File: config.mk
export PLATFORM = sky130hd
export DESIGN_NAME = mem_stage_lsu
export DESIGN_NICKNAME = d
export VERILOG_FILES = /design/src/rtl/mem_pkg.sv /design/src/rtl/lsu_align.sv /design/src/rtl/mem_stage_lsu.sv
export SDC_FILE = /design/constraint.sdc
export NUM_CORES = 1
export LEC_CHECK = 0
export CAP_MARGIN = 30
export CORE_ASPECT_RATIO = 0.75
export CORE_MARGIN = 8
export CORE_UTILIZATION = 45
export DETAILED_ROUTE_END_ITERATION = 16
export HOLD_SLACK_MARGIN = 0.06
export PLACE_DENSITY = 0.8
export SLEW_MARGIN = 30
export SYNTH_ARGS = -nofsm -noshare
export SYNTH_HDL_FRONTEND = slang
export SYNTH_SLANG_ARGS = --single-unit
File: constraint.sdc
create_clock -name clk -period 5.6 [get_ports clk]
set_input_delay 0.56 -clock clk [delete_from_list [all_inputs] [get_ports clk]]
set_output_delay 0.56 -clock clk [all_outputs]
set_load 0.1 [all_outputs]
File: src/rtl/mem_pkg.sv
// mem_pkg: shared FSM states, funct3 encodings and default width for the MEM-stage LSU.
package mem_pkg;
  localparam int XLEN_DEF = 64;
  typedef enum logic [1:0] {IDLE, REQ, RESP, DONE} lsu_state_e;
  localparam logic [2:0] F3_B  = 3'b000;
  localparam logic [2:0] F3_H  = 3'b001;
  localparam logic [2:0] F3_W  = 3'b010;
  localparam logic [2:0] F3_D  = 3'b011;
  localparam logic [2:0] F3_BU = 3'b100;
  localparam logic [2:0] F3_HU = 3'b101;
  localparam logic [2:0] F3_WU = 3'b110;
endpackage

File: src/rtl/lsu_align.sv
// lsu_align: byte-lane alignment of store data/strobes, legality check and load extraction.
module lsu_align import mem_pkg::*; #(
  parameter int XLEN = XLEN_DEF
) (
  input  logic [2:0]                   funct3,
  input  logic [$clog2(XLEN/8)-1:0]    off,
  input  logic                         is_store,
  input  logic [XLEN-1:0]              wdata_in,
  input  logic [XLEN-1:0]              rdata,
  output logic [XLEN/8-1:0]            wstrb,
  output logic [XLEN-1:0]              wdata,
  output logic [XLEN-1:0]              rdata_ext,
  output logic                         legal
);
  localparam int OW = $clog2(XLEN/8);
  logic [3:0]      bytes;
  logic [XLEN-1:0] sh;
  assign bytes = 4'd1 << funct3[1:0];
  assign wstrb = is_store ? (XLEN/8)'((16'd1 << bytes) - 16'd1) << off : '0;
  assign wdata = is_store ? wdata_in << {off, 3'b000} : '0;
  assign legal = funct3 != 3'b111 && !(is_store && funct3[2]) && (off & OW'(bytes - 4'd1)) == '0;
  assign sh    = rdata >> {off, 3'b000};
  assign rdata_ext = funct3 == F3_B  ? {{(XLEN-8){sh[7]}}, sh[7:0]} :
                     funct3 == F3_H  ? {{(XLEN-16){sh[15]}}, sh[15:0]} :
                     funct3 == F3_W  ? {{(XLEN-32){sh[31]}}, sh[31:0]} :
                     funct3 == F3_BU ? {{(XLEN-8){1'b0}}, sh[7:0]} :
                     funct3 == F3_HU ? {{(XLEN-16){1'b0}}, sh[15:0]} :
                     funct3 == F3_WU ? {{(XLEN-32){1'b0}}, sh[31:0]} : sh;
endmodule

File: src/rtl/mem_stage_lsu.sv
// mem_stage_lsu: MEM-stage load/store unit; one bus access at a time, stalling upstream until it retires.
module mem_stage_lsu import mem_pkg::*; #(
  parameter int XLEN = XLEN_DEF
) (
  input  logic              clk,
  input  logic              reset,
  input  logic              mem_read_in,
  input  logic              mem_write_in,
  input  logic [2:0]        funct3_in,
  input  logic [XLEN-1:0]   addr_in,
  input  logic [XLEN-1:0]   store_data_in,
  output logic              stall_out,
  output logic              load_valid_out,
  output logic [XLEN-1:0]   load_data_out,
  output logic              fault_out,
  output logic              bus_req_valid,
  input  logic              bus_req_ready,
  output logic [XLEN-1:0]   bus_req_addr,
  output logic              bus_req_we,
  output logic [XLEN-1:0]   bus_req_wdata,
  output logic [XLEN/8-1:0] bus_req_wstrb,
  input  logic              bus_resp_valid,
  input  logic [XLEN-1:0]   bus_resp_rdata
);
  localparam int OW = $clog2(XLEN/8);
  lsu_state_e        state, state_d;
  logic              st_q, flt_q, access, idle, a_legal, legal_in;
  logic [2:0]        f3_q;
  logic [OW-1:0]     off_q;
  logic [XLEN/8-1:0] a_wstrb;
  logic [XLEN-1:0]   a_wdata, a_ext;
  assign access   = mem_read_in | mem_write_in;
  assign idle     = state == IDLE;
  assign legal_in = a_legal & ~(mem_read_in & mem_write_in);
  // In IDLE the aligner judges the incoming request; afterwards it works on the latched copy.
  lsu_align #(.XLEN(XLEN)) u_align (
    .funct3   (idle ? funct3_in : f3_q),
    .off      (idle ? addr_in[OW-1:0] : off_q),
    .is_store (idle ? mem_write_in : st_q),
    .wdata_in (store_data_in),
    .rdata    (bus_resp_rdata),
    .wstrb    (a_wstrb),
    .wdata    (a_wdata),
    .rdata_ext(a_ext),
    .legal    (a_legal)
  );
  always_comb begin
    state_d = idle ? (access ? (legal_in ? REQ : DONE) : IDLE) :
              state == REQ ? (bus_req_ready ? RESP : REQ) :
              state == RESP ? (bus_resp_valid ? DONE : RESP) : IDLE;
    stall_out      = reset & (state == REQ | state == RESP | (idle & access));
    bus_req_valid  = state == REQ;
    load_valid_out = state == DONE & ~st_q & ~flt_q;
    fault_out      = state == DONE & flt_q;
  end
  always_ff @(posedge clk or negedge reset) begin
    if (!reset) begin
      state         <= IDLE;
      st_q          <= 1'b0;
      flt_q         <= 1'b0;
      f3_q          <= '0;
      off_q         <= '0;
      bus_req_addr  <= '0;
      bus_req_we    <= 1'b0;
      bus_req_wdata <= '0;
      bus_req_wstrb <= '0;
      load_data_out <= '0;
    end else begin
      state <= state_d;
      if (idle && access) begin
        st_q          <= mem_write_in;
        flt_q         <= ~legal_in;
        f3_q          <= funct3_in;
        off_q         <= addr_in[OW-1:0];
        bus_req_addr  <= {addr_in[XLEN-1:OW], OW'(0)};
        bus_req_we    <= mem_write_in;
        bus_req_wdata <= a_wdata;
        bus_req_wstrb <= a_wstrb;
      end
      if (state == RESP && bus_resp_valid && !st_q) load_data_out <= a_ext;
    end
  end
endmodule

==> summary.md, run 1 <==
| Metric | Value |
|---|---|
| Status | `completed` |
| Synth cell types | `50` |
| Final hold slack | `0.0766 ns` |
| Detail Route Antenna Nets | `0` |
| Setup_tns | `0 ns` |
| Reg2Reg Launch Point | `state[1]` |
| Clock-pin slew on the worst setup and hold paths | `0.07 ns` |
| Ys Warns | `0` |
| Synth Cell Area | `11500 um^2` |
| Largest net degree at the start of global routing | `95` |
| Area growth, synth to finish | `42.3%` |
| First-pass GRT wire length | `around 73000 um` |
| Relative slew slack | `around 29%` |
| Ys flop type | `dfrtp_1` |
| Post-route insts no fill | `2046` |
| Syn avg cell area | `roughly 8.5 um^2` |
| Setup CP Type | `flip-flop to flip-flop` |
| CTS tree | `yes` |
| Reg2reg end | `load_data_out[59]` |
| Initial Util | `roughly 46%` |
| Post-route clock period utilization | `73.3%` |
| Place WS | `~1.6 ns` |
| Critical path startpoint category | `flip-flop` |
| Max-slew violation count | `0` |
| Worst r2r path cells | `9` |
| Sequential share of the synthesized area | `45.0%` |
| Initial DRC count | `1303` |
| Least-Margin Pin Slew | `1.06 ns` |
| Final setup margin | `~1.5 ns` |
| DR vias/cell | `5.83` |
| Number of CTS-inserted buffers | `23` |
| DR WL/cell | `23.5 um` |
| Buffers plus inverters on the worst setup path | `3` |
| Die height | `around 150 um` |
| Final min period | `4.10 ns` |
| CP cell instances | `inv_1, ha_1, mux2i_4, buf_4, a211o_1, a41o_1, o21bai_4, buf_16, o221a_1` |
| Critical path's largest stage delay | `0.77 ns` |
| H-Tree Depth | `1` |
| Worst-path fanout max | `86` |
| CP required | `6.07 ns` |
| Post-DP HPWL | `34800 um` |
| Cts repair resizes | `0` |
| EDFF count, synth | `0` |
| Vias in the first global route | `11709` |
| Final setup violation count | `0` |
| Layout cells sized above 1 | `6.10%` |
| Clock Path Buffers | `3` |
| Worst setup EP type | `flip-flop` |
| Drt total wl | `48000 um` |
| Inst Count DP | `2004` |
| Clock skew | `0.0102 ns` |
| Die ar. | `31000 um^2` |
| CP max-delay cell | `buf_4` |
| Via count | `11921` |
| Clock tree sinks | `207` |
| # IOs | `406` |
| I/O Buffers | `between 400 and 500` |
| DR DRC count | `0` |
| Cell family with most CP delay | `compound AO/OA/AOI/OAI gates` |
| Initial antenna violation count | `0` |
| Routability-driven placement congestion ratio | `0.971` |
| Reg2reg setup slack | `1.50 ns` |
| Row count | `50` |
| Die W | `201 um` |
| Synth cell count leaders | `nand2_1 (507), dfrtp_1 (207), mux2i_1 (96), a21oi_1 (89), clkbuf_1 (83)` |
| Ys async rst share | `100%` |
| Fmax | `244 MHz` |
| Global Route Usage Sum | `29.5%` |
| Dominant cells by area after synthesis | `dfrtp_1 (45%), nand2_1 (17%), mux2i_1 (8.3%)` |
| Root buf cell | `clkbuf_16` |
| First drt pass iteration count | `6` |
| Hold Vio Cnt, Final | `0` |
| Area share of the largest cell type after synthesis | `45.0%` |
| Unrepaired setup endpoints after global routing | `no` |
| Worst hold path type | `input pin to asynchronous set/reset pin` |
| Remaining Overflow, GRT | `0` |
| Setup bufs post-CTS | `0` |
| Hold bufs inserted after CTS | `0` |
| Count leader, synth | `nand2_1` |
| Gate count after technology mapping | `about 1400` |
| Max-Cap Viols | `0` |
| Final nets | `1897` |
| Synth Register Bits | `just over 200` |
| Post-synth top area cell | `dfrtp_1` |
| Skew-Pair Late Insertion Delay | `0.53 ns` |
| Core Area | `around 25000 um^2` |
| Worst EP arrival | `4.57 ns` |
## layout by cell type (no fill, tap or decap), types with 23 or more instances in the layout
| master | synthesis | final |
|---|---|---|
| a21oi_1 | 89 | 89 |
| a22o_1 | 26 | 26 |
| and3_1 | 23 | 23 |
| buf_4 | 6 | 24 |
| clkbuf_16 | 0 | 23 |
| clkdlybuf4s50_1 | 0 | 384 |
| dfrtp_1 | 207 | 207 |
| mux2i_1 | 96 | 93 |
| nand2_1 | 507 | 507 |
| nand3_1 | 30 | 30 |
| o21ai_0 | 72 | 72 |
| o221a_1 | 29 | 29 |
## per-layer routing
layer,track usage [%],share of wire (%)
met5,0,0
met4,7.20,2.5
met3,10.5,12
met2,45.3,44
met1,39.4,41
## how the worst max path moves through the flow
stage,end,slack (ns),from,cells past startpoint
floorplan,load_valid_out,1.93,st_q,1
global placement,load_data_out[29],1.61,state[0],8
detailed placement,load_data_out[59],1.61,state[0],9
CTS,load_data_out[59],1.59,state[0],9
global route,load_data_out[60],1.32,state[1],9
finish,load_data_out[59],1.50,state[1],9
## kinds of logic after synthesis
| group | count (synthesis) | synth area share (%) |
|---|---|---|
| buf+inv | 125 | 4.92 |
| compound gates | 319 | 19.4 |
| fa+ha+maj | 4 | 0.435 |
| mux | 104 | 9.55 |
| other cells | 1 | 0.0326 |
| simple gates | 596 | 20.6 |
| flops | 207 | 45.0 |
## state kept, by name, indices dropped and copies added (netlist names), 2 cells and up
signal         cells
bus_req_wdata     64
load_data_out     64
bus_req_addr      61
bus_req_wstrb      8
f3_q               3
off_q              3
state              2
## per-stage QoR
stage	utilization, %	instance area, um^2
3_5_place_dp	62.5	15600
6_report	65.5	16400
3_3_place_gp	62.6	15700
5_1_grt	65.5	16400
4_1_cts	65.5	16400
2_1_floorplan	-	11500
## layout make-up
| type | count | area, um^2 |
|---|---|---|
| multi-input cells | 1026 | 5840 |
| inverters | 7 | 26.3 |
| flip-flops and latches | 207 | 5180 |
| well taps | 338 | 423 |
| fillers | 2105 | 8630 |
| clock inverters | 9 | 120 |
| diodes | 2 | 5.00 |
| repair buffers | 427 | 4160 |
| clock buffers | 30 | 642 |
Power of run 1 is left out: the tool's default activity adds up to more than one toggle a clock period on the data nets, which glitch-free logic cannot reach.
==> run 2: changes to the inputs <==
==> constraint.sdc (replaced) <==
create_clock -name clk -period 4.03 [get_ports clk]
set_input_delay 0.403 -clock clk [delete_from_list [all_inputs] [get_ports clk]]
set_output_delay 0.403 -clock clk [all_outputs]
set_load 0.1 [all_outputs]
==> summary.md, run 2 (same netlist as run 1, synthesis figures left out) <==
| Metric | Value |
|---|---|
| Status | `completed` |
| Worst setup EP type | `flip-flop` |
| First-pass GRT wire length | `~72000 um` |
| Top Registers | `bus_req_wdata (64), load_data_out (64), bus_req_addr (61)` |
| Area growth, synth to finish | `44.2%` |
| CTS tree | `yes` |
| Die W | `approximately 200 um` |
| Clock Path Buffers | `3` |
| Relative slew slack | `30.3%` |
| Die height | `155 um` |
| Core Area | `25000 um^2` |
| Clock-pin slew on the worst setup and hold paths | `0.06 ns` |
| CP max-delay cell | `ha_1` |
| Drt total wl | `47600 um` |
| Clock skew | `0.0192 ns` |
| Least-Margin Pin Slew | `1.04 ns` |
| Fmax | `277 MHz` |
| Post-route clock period utilization | `89.6%` |
| Global Route Usage Sum | `29.1%` |
| Root buf cell | `clkbuf_16` |
| CP required | `4.44 ns` |
| CP cell instances | `inv_1, ha_1, mux2_2, buf_4, a211o_1, a41o_1, o21bai_4, buf_16, o221a_2` |
| Critical path startpoint category | `flip-flop` |
| Unrepaired setup endpoints after global routing | `no` |
| Most frequent cells in the layout | `nand2_1 (507), clkdlybuf4s50_1 (384), dfrtp_1 (207)` |
| Row count | `50` |
| Reg2Reg Launch Point | `state[1]` |
| Detail Route Antenna Nets | `0` |
| Hold Path Stages | `3` |
| Final nets | `1904` |
| Hold Vio Cnt, Final | `0` |
| Die ar. | `31000 um^2` |
| Max-slew violation count | `0` |
| I/O Buffers | `~400` |
| Initial antenna violation count | `3` |
| Hold Startpoint | `addr_in[4]` |
| Remaining Overflow, GRT | `0` |
| Final min period | `3.61 ns` |
| Vias in the first global route | `between 10000 and 15000` |
| Layout cells sized above 1 | `6.58%` |
| DR WL/cell | `23.2 um` |
| First drt pass iteration count | `7` |
| DR vias/cell | `5.84` |
| Worst r2r path cells | `9` |
| Worst EP arrival | `4.02 ns` |
| Routability-driven placement congestion ratio | `0.973` |
| Final setup violation count | `0` |
| Critical path's largest stage delay | `about 0.54 ns` |
| # IOs | `406` |
| Max-Cap Viols | `0` |
| Number of CTS-inserted buffers | `24` |
| Setup_tns | `0 ns` |
| Via count | `12011` |
| Clock tree sinks | `207` |
| H-Tree Depth | `1` |
| Most common cell after layout, fill and taps aside | `nand2_1` |
| CP Launch Point | `state[1]` |
| DR DRC count | `0` |
| Worst-path fanout max | `59` |
| Largest net degree at the start of global routing | `130` |
| Skew-Pair Late Insertion Delay | `0.53 ns` |
| Worst hold path type | `input pin to flip-flop` |
| Initial DRC count | `1451` |
| Setup CP Type | `flip-flop to flip-flop` |
| Initial Util | `46.0%` |
| Fill cell count | `2041` |
| Post-DP HPWL | `34600 um` |
| Reg2reg setup slack | `0.42 ns` |
==> run 2: changes by cell type in the layout (fill, tap and decap cells not counted), sizes merged <==
cell,change
clkbuf,+6
buf,+4
bufinv,+1
clkinv,+1
clkinvlp,-1
diode,+1
dlygate4sd3,+1
inv,-1
==> run 2: final timing paths <==
kind	endpoint
max	load_data_out[29]
min	bus_req_addr[4]
max reg2reg	load_data_out[29]
min reg2reg	bus_req_addr[44]
max in group asynchronous	bus_req_wdata[0]
min in group asynchronous	bus_req_addr[63]
==> run 2: metrics by stage <==
step           setup WS, ns  area, um^2  hold slack (ns)  instances  utilization, %
2_1_floorplan         0.515       11500            0.107       1358               -
3_3_place_gp          0.287       15700            0.456       2007            62.9
3_5_place_dp          0.207       15800            0.461       2010            63.0
4_1_cts               0.181       16600            0.380       2055            66.4
5_1_grt               0.296       16600            0.394       2057            66.4
6_report              0.420       16600            0.403       2058            66.4
==> run 2: cell type report <==
cell class / instances / area, um^2 / area share, %
antenna: 3 / 7.51 / 0.0452
multi-input combinational: 1026 / 5840 / 35.2
inverter: 7 / 26.3 / 0.158
clock buffer: 35 / 712 / 4.29
sequential: 207 / 5180 / 31.2
tap: 338 / 423 / 2.55
timing repair buffer: 433 / 4290 / 25.8
clock inverter: 9 / 131 / 0.791
==> run 2: what timing repair did <==
item	4_1_cts	5_1_grt
hold buffers	1	0
setup endpoints to repair	0	8
gates resized for setup	0	1
hold endpoints to repair	78	0
setup buffers	0	0
==> run 2: layer usage <==
layer	vias to the layer above	part of all wire [%]	GRT usage, %	wire (um)
li1	5398	-	-	-
met1	5721	42	40.2	19900
met2	798	42	41.9	20100
met3	92	13	10.3	6060
met4	2	3.4	9.48	1640
met5	-	0.034	0	16
==> run 2: worst max-delay path, delay by kind of cell (launching register included) <==
| kind | cells | cell delay (ns) |
|---|---|---|
| mux | 1 | 0.42 |
| fa+ha+maj | 1 | 0.54 |
| compound gates | 4 | 1.43 |
| buf+inv | 3 | 0.69 |
| flops | 1 | 0.40 |
Power of run 2 is left out for the same reason.
==> run 3: changes to the inputs <==
--- a/config.mk
+++ b/config.mk
@@ -8,10 +8,10 @@
 export CAP_MARGIN = 30
 export CORE_ASPECT_RATIO = 0.75
 export CORE_MARGIN = 8
-export CORE_UTILIZATION = 45
+export CORE_UTILIZATION = 40
 export DETAILED_ROUTE_END_ITERATION = 16
 export HOLD_SLACK_MARGIN = 0.06
-export PLACE_DENSITY = 0.8
+export PLACE_DENSITY = 0.75
 export SLEW_MARGIN = 30
 export SYNTH_ARGS = -nofsm -noshare
 export SYNTH_HDL_FRONTEND = slang
==> constraint.sdc (replaced) <==
create_clock -name clk -period 3.2 [get_ports clk]
set_input_delay 0.32 -clock clk [delete_from_list [all_inputs] [get_ports clk]]
set_output_delay 0.32 -clock clk [all_outputs]
set_load 0.1 [all_outputs]
==> summary.md, run 3 (same netlist as run 1, synthesis figures left out) <==
| Metric | Value |
|---|---|
| Final min period | `2.81 ns` |
| Die W | `roughly 210 um` |
| Worst r2r path cells | `9` |
| CP required | `2.88 ns` |
| Status | `completed` |
| Core Area | `~28000 um^2` |
| Max-slew violation count | `0` |
| Met1 Use GR | `36.9%` |
| First-pass GRT wire length | `72500 um` |
| DR vias/cell | `5.60` |
| Area growth, synth to finish | `45.4%` |
| Detail Route Antenna Nets | `0` |
| Vias in the first global route | `between 10000 and 15000` |
| I/O Buffers | `402` |
| Post-route clock period utilization | `87.9%` |
| DR DRC count | `0` |
| Remaining Overflow, GRT | `0` |
| Post-DP HPWL | `36000 um` |
| Row count | `between 50 and 60` |
| Reg2reg setup slack | `0.40 ns` |
| Clock-pin slew on the worst setup and hold paths | `0.07 ns` |
| Relative slew slack | `31.0%` |
| Setup CP Type | `flip-flop to output pin` |
| Clock tree sinks | `207` |
| Most frequent cells in the layout | `nand2_1 (507), clkdlybuf4s50_1 (351), dfrtp_1 (207)` |
| Initial antenna violation count | `2` |
| Initial DRC count | `a little over 1000` |
| Fill cell count | `2427` |
| H-Tree Depth | `1` |
| Initial Util | `about two fifths` |
| Final setup violation count | `0` |
| Critical path startpoint category | `flip-flop` |
| Global Route met2 Usage | `38.7%` |
| Critical path's largest stage delay | `around 0.4 ns` |
| CP max-delay cell | `dfrtp_1` |
| Global Route Usage Sum | `26.9%` |
| Reg2reg end | `load_data_out[27]` |
| # IOs | `406` |
| Clock Path Buffers | `3` |
| Most common cell after layout, fill and taps aside | `nand2_1` |
| Unrepaired setup endpoints after global routing | `no` |
| CTS tree | `yes` |
| Final nets | `1916` |
| Clock skew | `roughly 0.017 ns` |
| Worst setup EP type | `output pin` |
| Skew-Pair Late Insertion Delay | `~0.53 ns` |
| Number of CTS-inserted buffers | `24` |
| Least-Margin Pin Slew | `1.03 ns` |
| Busiest metal layer after global routing | `met2` |
| Cts repair resizes | `0` |
| Setup_tns | `0 ns` |
| Via count | `11856` |
| DR WL/cell | `around 23 um` |
| Largest net degree at the start of global routing | `110` |
| Setup bufs post-CTS | `0` |
| Root buf cell | `clkbuf_16` |
| Max-Cap Viols | `0` |
| Top Registers | `bus_req_wdata (64), load_data_out (64), bus_req_addr (61)` |
| Die height | `approximately 160 um` |
| Reg2Reg Launch Point | `state[0]` |
| First drt pass iteration count | `6` |
| Worst EP arrival | `around 2.5 ns` |
| Hold Vio Cnt, Final | `0` |
| Worst-path fanout max | `18` |
| CP cell instances | `inv_1, ha_1, buf_4, buf_4, o21a_2, o21a_1, buf_12` |
| Met3 Resource Use GR | `10.7%` |
| Worst path most repeated cell | `buf_4` |
| Drt total wl | `between 40000 and 50000 um` |
| Fmax | `356 MHz` |
| Layout cells sized above 1 | `between 9 and 10%` |
| Worst hold path type | `input pin to asynchronous set/reset pin` |
| Die ar. | `around 35000 um^2` |
| Routability-driven placement congestion ratio | `between 0.9 and 1` |
-- run 3: critical path, delay by kind of cell (launching register included) --
| kind | cells | cell delay (ns) |
|---|---|---|
| AO/OA/AOI/OAI | 2 | 0.60 |
| buffers and inverters | 4 | 0.71 |
| flip-flops | 1 | 0.40 |
| adder cells (fa/ha/maj) | 1 | 0.25 |
-- run 3: stage by stage --
stage	instance area (um^2)	worst slack [ns]	utilization (%)	hold slack (ns)	cells
5_1_grt	16700	0.218	59.4	0.261	2116
2_1_floorplan	11500	0.0897	-	0.0244	1358
3_3_place_gp	15900	0.417	56.4	0.200	2068
4_1_cts	16700	0.344	59.3	0.228	2113
6_report	16700	0.389	59.4	0.244	2116
3_5_place_dp	15900	0.345	56.4	0.206	2068
-- run 3: how the worst max path moves through the flow --
stage	startpoint	end	cells after the start
5_1_grt	state[1]	load_data_out[27]	9
6_report	state[0]	stall_out	7
4_1_cts	state[1]	stall_out	7
3_3_place_gp	addr_in[0]	load_data_out[32]	8
3_5_place_dp	addr_in[0]	load_data_out[27]	8
2_1_floorplan	state[0]	stall_out	10
-- run 3: final cells by class --
class	instances	area [um^2]	share of cell area (%)
sequential	207	5180	30.9
tap	385	482	2.88
multi-input combinational	1026	5840	34.9
inverter	7	26.3	0.157
timing repair buffer	445	4380	26.2
antenna	2	5.00	0.0299
clock buffer	32	682	4.07
clock inverter	12	143	0.852
-- run 3: what timing repair did --
item,in CTS,in global routing
hold buffers,1,0
endpoints found under the setup margin,0,0
endpoints found under the hold margin,31,0
-- run 3: per-layer routing --
metal	part of all wire (%)	wire length, um
met1	42	20200
met2	42	20500
met3	13	6530
met4	2.9	1420
met5	0	0
Power of run 3 is left out for the same reason.
